--- src/rtl/acq_axis_packer.sv ---
`default_nettype none
// ============================================================================
// acq_axis_packer: packs 16-bit ADC sample pairs into framed 32-bit AXI4-Stream
// beats through a first-word-fall-through FIFO with overflow accounting. rev 1.0
// ============================================================================
module acq_axis_packer #(
    parameter int FIFO_DEPTH = 16,
    parameter int SAMPLE_W   = 16
) (
    input  logic                  clk,
    input  logic                  reset_n,
    input  logic                  en,
    input  logic [15:0]           frame_len,
    input  logic [SAMPLE_W-1:0]   adc_data,
    input  logic                  adc_valid,
    output logic [2*SAMPLE_W-1:0] m_tdata,
    output logic                  m_tvalid,
    input  logic                  m_tready,
    output logic                  m_tlast,
    output logic [3:0]            m_tkeep,
    output logic [3:0]            m_tstrb,
    output logic [15:0]           ovf_cnt,
    output logic                  ovf_flag,
    input  logic                  ovf_clr,
    output logic                  busy
);

    localparam int AW     = $clog2(FIFO_DEPTH);
    localparam int BEAT_W = 2 * SAMPLE_W;

    typedef enum logic [0:0] {
        IDLE = 1'b0,
        RUN  = 1'b1
    } state_t;

    state_t                state_q, state_d;
    logic [15:0]           len_q, len_d;
    logic [15:0]           beat_q, beat_d;
    logic                  half_q, half_d;
    logic [SAMPLE_W-1:0]   lo_q, lo_d;
    logic [AW:0]           wr_ptr_q, rd_ptr_q;
    logic [15:0]           ovf_cnt_q;
    logic                  ovf_flag_q;
    logic [BEAT_W:0]       mem_q [FIFO_DEPTH];

    logic                  w_empty, w_full, w_rd, w_done, w_last, w_drop, w_wr;
    logic [15:0]           w_len_eff;
    logic [BEAT_W:0]       w_head;

    assign w_empty   = (wr_ptr_q == rd_ptr_q);
    assign w_full    = (wr_ptr_q[AW] != rd_ptr_q[AW]) &&
                       (wr_ptr_q[AW-1:0] == rd_ptr_q[AW-1:0]);
    assign w_rd      = !w_empty && m_tready;
    assign w_done    = (state_q == RUN) && adc_valid && half_q;
    assign w_last    = (beat_q == len_q - 16'd1);
    // A read in the same cycle frees the slot, so only a blocked full FIFO drops.
    assign w_drop    = w_done && w_full && !w_rd;
    assign w_wr      = w_done && !w_drop;
    assign w_len_eff = (frame_len == 16'd0) ? 16'd1 : frame_len;

    always_comb begin
        state_d = state_q;
        len_d   = len_q;
        beat_d  = beat_q;
        half_d  = half_q;
        lo_d    = lo_q;
        case (state_q)
            IDLE: begin
                if (en) begin
                    state_d = RUN;
                    len_d   = w_len_eff;
                    beat_d  = 16'd0;
                    half_d  = 1'b0;
                end
            end
            RUN: begin
                if (adc_valid) begin
                    if (!half_q) begin
                        lo_d   = adc_data;
                        half_d = 1'b1;
                    end else begin
                        half_d = 1'b0;
                        if (w_last) begin
                            beat_d = 16'd0;
                            if (en) begin
                                len_d = w_len_eff;
                            end else begin
                                state_d = IDLE;
                            end
                        end else begin
                            beat_d = beat_q + 16'd1;
                        end
                    end
                end
            end
            default: state_d = IDLE;
        endcase
    end

    always_ff @(posedge clk or negedge reset_n) begin
        if (!reset_n) begin
            state_q <= IDLE;
            len_q   <= 16'd1;
            beat_q  <= 16'd0;
            half_q  <= 1'b0;
            lo_q    <= '0;
        end else begin
            state_q <= state_d;
            len_q   <= len_d;
            beat_q  <= beat_d;
            half_q  <= half_d;
            lo_q    <= lo_d;
        end
    end

    always_ff @(posedge clk or negedge reset_n) begin
        if (!reset_n) begin
            wr_ptr_q <= '0;
            rd_ptr_q <= '0;
        end else begin
            if (w_wr) wr_ptr_q <= wr_ptr_q + 1'b1;
            if (w_rd) rd_ptr_q <= rd_ptr_q + 1'b1;
        end
    end

    always_ff @(posedge clk) begin
        if (w_wr) mem_q[wr_ptr_q[AW-1:0]] <= {w_last, adc_data, lo_q};
    end

    // Clear wins over the old count but a coincident drop still registers.
    always_ff @(posedge clk or negedge reset_n) begin
        if (!reset_n) begin
            ovf_cnt_q  <= 16'd0;
            ovf_flag_q <= 1'b0;
        end else if (ovf_clr) begin
            ovf_cnt_q  <= w_drop ? 16'd1 : 16'd0;
            ovf_flag_q <= w_drop;
        end else if (w_drop) begin
            ovf_cnt_q  <= (ovf_cnt_q == 16'hFFFF) ? ovf_cnt_q : ovf_cnt_q + 16'd1;
            ovf_flag_q <= 1'b1;
        end
    end

    // Head is masked while empty so stale memory never reaches the bus.
    assign w_head   = mem_q[rd_ptr_q[AW-1:0]];
    assign m_tvalid = !w_empty;
    assign m_tdata  = w_empty ? '0 : w_head[BEAT_W-1:0];
    assign m_tlast  = w_empty ? 1'b0 : w_head[BEAT_W];
    assign m_tkeep  = 4'hF;
    assign m_tstrb  = 4'hF;
    assign ovf_cnt  = ovf_cnt_q;
    assign ovf_flag = ovf_flag_q;
    assign busy     = (state_q == RUN) || !w_empty;

endmodule
`default_nettype wire

--- config.mk ---
export PLATFORM = sky130hd
export DESIGN_NAME = acq_axis_packer
export DESIGN_NICKNAME = d
export VERILOG_FILES = /design/src/rtl/acq_axis_packer.sv
export SDC_FILE = /design/constraint.sdc
export NUM_CORES = 1
export LEC_CHECK = 0
export CORE_MARGIN = 10
export CORE_UTILIZATION = 60
export CTS_BUF_LIST = sky130_fd_sc_hd__clkbuf_16
export DETAILED_ROUTE_END_ITERATION = 6
export GPL_ROUTABILITY_DRIVEN = 0
export PLACE_DENSITY = 0.87
export SYNTH_ARGS = -nofsm -noshare
export SYNTH_HDL_FRONTEND = slang
export SYNTH_SLANG_ARGS = --single-unit
--- constraint.sdc ---
create_clock -name clk -period 3.6 [get_ports clk]
set_input_delay 0.72 -clock clk [delete_from_list [all_inputs] [get_ports clk]]
set_output_delay 0.72 -clock clk [all_outputs]
set_load 0.03 [all_outputs]
==> key figures, run 1 <==
Yosys
  – Cell count after synthesis: 1188
  – Sequential fraction of the synthesis area: 73.4%
  – Netlist cell types: 52
  – FF+latch count, synth: 605
  – Top post-synthesis cells by area: edfxtp_1, mux4_2, dfrtp_1
  – Post-synth EDFFs: 528
  – Mean Syn Cell Area: 20.4 µm²
  – Post-synth top flop: edfxtp_1
  – Cell Area, Synth: 24200 µm²
  – Yosys top cell by area: edfxtp_1
  – Synth warn: 0
  – Post-synth top area share: 65.4%
  – Async set-reset flop share out of synthesis: roughly an eighth

STA
  – F_max: 0.273 GHz
  – # setup viols final: 20
  – Min cycle time layout: around 3.7 ns
  – Final worst slack: -0.0570 ns
  – Final hold slack: around 0.32 ns
  – Fin. max-slew vios: 0
  – Max-slew headroom: 20.2%
  – Final hold vios: 0
  – Worst slew pin tran: 1.20 ns
  – Final clock skew: 0.0170 ns
  – Tcrit/Tclk final: 102%
  – RSZ-0062 raised after global routing: true

Critical path
  – Crit Path Category: flop to output port
  – Crit. End Element: output port
  – Crit-path max FO: 7
  – WP data required: about 2.9 ns
  – CP Data Arrival Time: a little under 3 ns
  – Startpoint Class: flop

Power and ir drop
  – Reg power frac: 39.8%
  – P_int: approximately 16 mW
  – Combinational Power Share: 35.3%
  – Switch Pwr: 7.83 mW
  – Net Sw Frac: 32.4%
  – IR drop worst, VDD: 0.453 mV
  – Total power draw: 24.1 mW
  – Leak: 9.79 nW
  – Pwr dens: around 840 nW/µm²
  – Clk pwr share: 24.9%

Final layout
  – ANT cells: 0
  – Final net count: 1407
  – Fillers: 2222
  – Most frequent cells in the layout: edfxtp_1, mux4_2, dfrtp_1, clkbuf_16, clkdlybuf4s50_1
  – Commonest non-fill, non-tap cell in the layout: edfxtp_1
  – Final instance area: between 20000 and 30000 µm²
  – Area Overhead vs Synth: 18.4%
  – Share of cells above drive strength 1: 31.4%
  – Final std cells w/o fill: 1931

Global routing
  – Total track usage: roughly a quarter
  – Remaining Overflow, GRT: 0
  – Number of global-route vias before repair: 13700
  – First-pass GRT wire length: 95200 µm
  – Initial antenna violation count: 2
  – Largest net degree at the start of global routing: 78

Drt
  – Routed Antenna Nets: 0
  – 1st-iter DRT viols: 2027
  – Final wirelength: 66300 µm
  – Via count: 13200
  – Drt drc: 0
  – DRT Pass-1 Iters: 5
  – Vias per inst: 6.84
  – WL/cell: about 34 µm

Clocking
  – Cts bufs inserted: 56
  – Clock Path Buffers: 3
  – Worst-Skew Late Latency: 0.61 ns
  – CTS tree: yes
  – H-tree depth: 2
  – Clock Pin Slew Worst Setup and Hold Paths: 0.07 ns
  – CTS root buf: clkbuf_16
  – Clk sinks: 605

Min path
  – Hold Path Class: primary input to async pin

Floorplan
  – Chip Width: between 200 and 250 µm
  – Die height: approximately 220 µm
  – Initial Utilization: roughly 61%
  – Num ports: 98
  – Row count: 73
  – Die Area: 48800 µm²
  – Placeable Area: about 40000 µm²

Place
  – Placed Instance Area: between 20000 and 30000 µm²
  – Cell total after placement: 1792
  – IO buf count: 89
  – DP Wirelength: 31800 µm

Job
  – Max_cap viols: 0

Outcome
  – Status: complete, but fails checks
  – Failing checks: negative setup slack
==> layer usage <==
| metal | part of all wire, % | global-route usage [%] |
|---|---|---|
| met2 | 51 | 44.2 |
| met1 | 34 | 32.6 |
| met3 | 10 | 5.04 |
| met5 | 0.020 | 0 |
| met4 | 4.7 | 12.3 |
==> registers in the layout, summed over array words and instances, names as in the netlist <==
name and cells:
rd_ptr_q 5, lo_q 16, half_q 1, ovf_flag 1, wr_ptr_q 5, state_q 1
ovf_cnt 16, beat_q 16, len_q 16, mem_q 528
==> stage by stage <==
stage | utilization [%] | setup slack [ns] | setup TNS [ns]
after detailed placement | 65.5 | 0.276 | 0
after global placement | 65.5 | 0.336 | 0
after global routing | 72.0 | -0.0885 | -1.46
after CTS | 71.3 | -0.0900 | -1.23
final | 72.0 | -0.0570 | -0.559
after floorplan | - | 0.105 | 0
==> critical path, stage by stage, from the launching register on <==
cell and delay, ns:
dfrtp_4 0.53, buf_12 0.16, buf_4 0.16, buf_16 0.15, mux4_2 0.48, mux4_2 0.51
nor2b_1 0.17, buf_4 0.17
==> Yosys cell counts (11+ instances only) <==
library cell,number
buf_1,13
nor2_1,42
dfrtp_1,76
nand4_1,13
mux4_2,165
inv_1,11
nand2_1,32
edfxtp_1,528
clkbuf_1,39
nand3_1,18
nor4_1,13
nor2b_1,36
and2_1,16
xnor2_1,30
xor2_1,29
mux2_2,25
==> worst paths after layout <==
| kind | to | depth (start not counted) | start | slack, ns |
|---|---|---|---|---|
| max | m_tdata[12] | 7 | rd_ptr_q[0] | -0.06 |
| min | ovf_cnt[11] | 1 | reset_n | 0.32 |
| max reg2reg | len_q[1] | 7 | len_q[3] | 0.35 |
| min reg2reg | wr_ptr_q[4] | 1 | wr_ptr_q[4] | 0.50 |
| max in group asynchronous | rd_ptr_q[0] | 1 | reset_n | 2.43 |
| min in group clk | wr_ptr_q[4] | 1 | wr_ptr_q[4] | 0.50 |
==> power groups by stage <==
stage / logic [mW] / clock network (mW) / registers, mW
final: 8.52 / 6.02 / 9.60
after detailed placement: 6.97 / 0 / 9.68
after global routing: 8.84 / 6.29 / 9.67
after floorplan: 4.81 / 0 / 9.20
after CTS: 7.93 / 5.98 / 9.53
after global placement: 6.80 / 0 / 9.56
==> logic make-up after synthesis <==
family	synth area share, %
buf+inv	1.34
flops	73.4
simple gates	4.81
mux	17.1
compound gates	0.800
fa+ha+maj	0.413
xor+xnor	2.13
other cells	0.0155
==> what timing repair did <==
action	4_1_cts	5_1_grt
pin swaps	0	0
buffers inserted	15	13
cloned	7	4
endpoints found under the setup margin	35	33
hold buffers	0	0
gates resized for setup	63	44
==> area by class of cell <==
type,instances,area (µm²),area share (%)
well taps,525,657,2.29
inverters,11,41.3,0.144
clock inverters,45,374,1.30
clock buffers,58,1450,5.06
flip-flops and latches,605,17800,62.0
multi-input cells,516,6270,21.9
repair buffers,171,2100,7.31
Note: power is estimated with default switching activity, not from simulation.
==> run 2: changes to the inputs <==
--- a/config.mk
+++ b/config.mk
@@ -8,6 +8,7 @@
 export CORE_MARGIN = 10
 export CORE_UTILIZATION = 60
 export CTS_BUF_LIST = sky130_fd_sc_hd__clkbuf_16
+export CTS_CLUSTER_DIAMETER = 200
 export DETAILED_ROUTE_END_ITERATION = 6
 export GPL_ROUTABILITY_DRIVEN = 0
 export PLACE_DENSITY = 0.87
==> results of run 2 <==
Final layout, timing and power as in run 1 (identical DEF).
==> run 3: changes to the inputs <==
--- a/config.mk
+++ b/config.mk
@@ -7,7 +7,7 @@
 export LEC_CHECK = 0
 export CORE_MARGIN = 10
 export CORE_UTILIZATION = 60
-export CTS_BUF_LIST = sky130_fd_sc_hd__clkbuf_16
+export CTS_BUF_LIST = sky130_fd_sc_hd__clkbuf_8 sky130_fd_sc_hd__clkbuf_16
 export CTS_CLUSTER_DIAMETER = 200
 export DETAILED_ROUTE_END_ITERATION = 6
 export GPL_ROUTABILITY_DRIVEN = 0
==> results of run 3 <==
Final layout, timing and power as in run 1 (identical DEF).
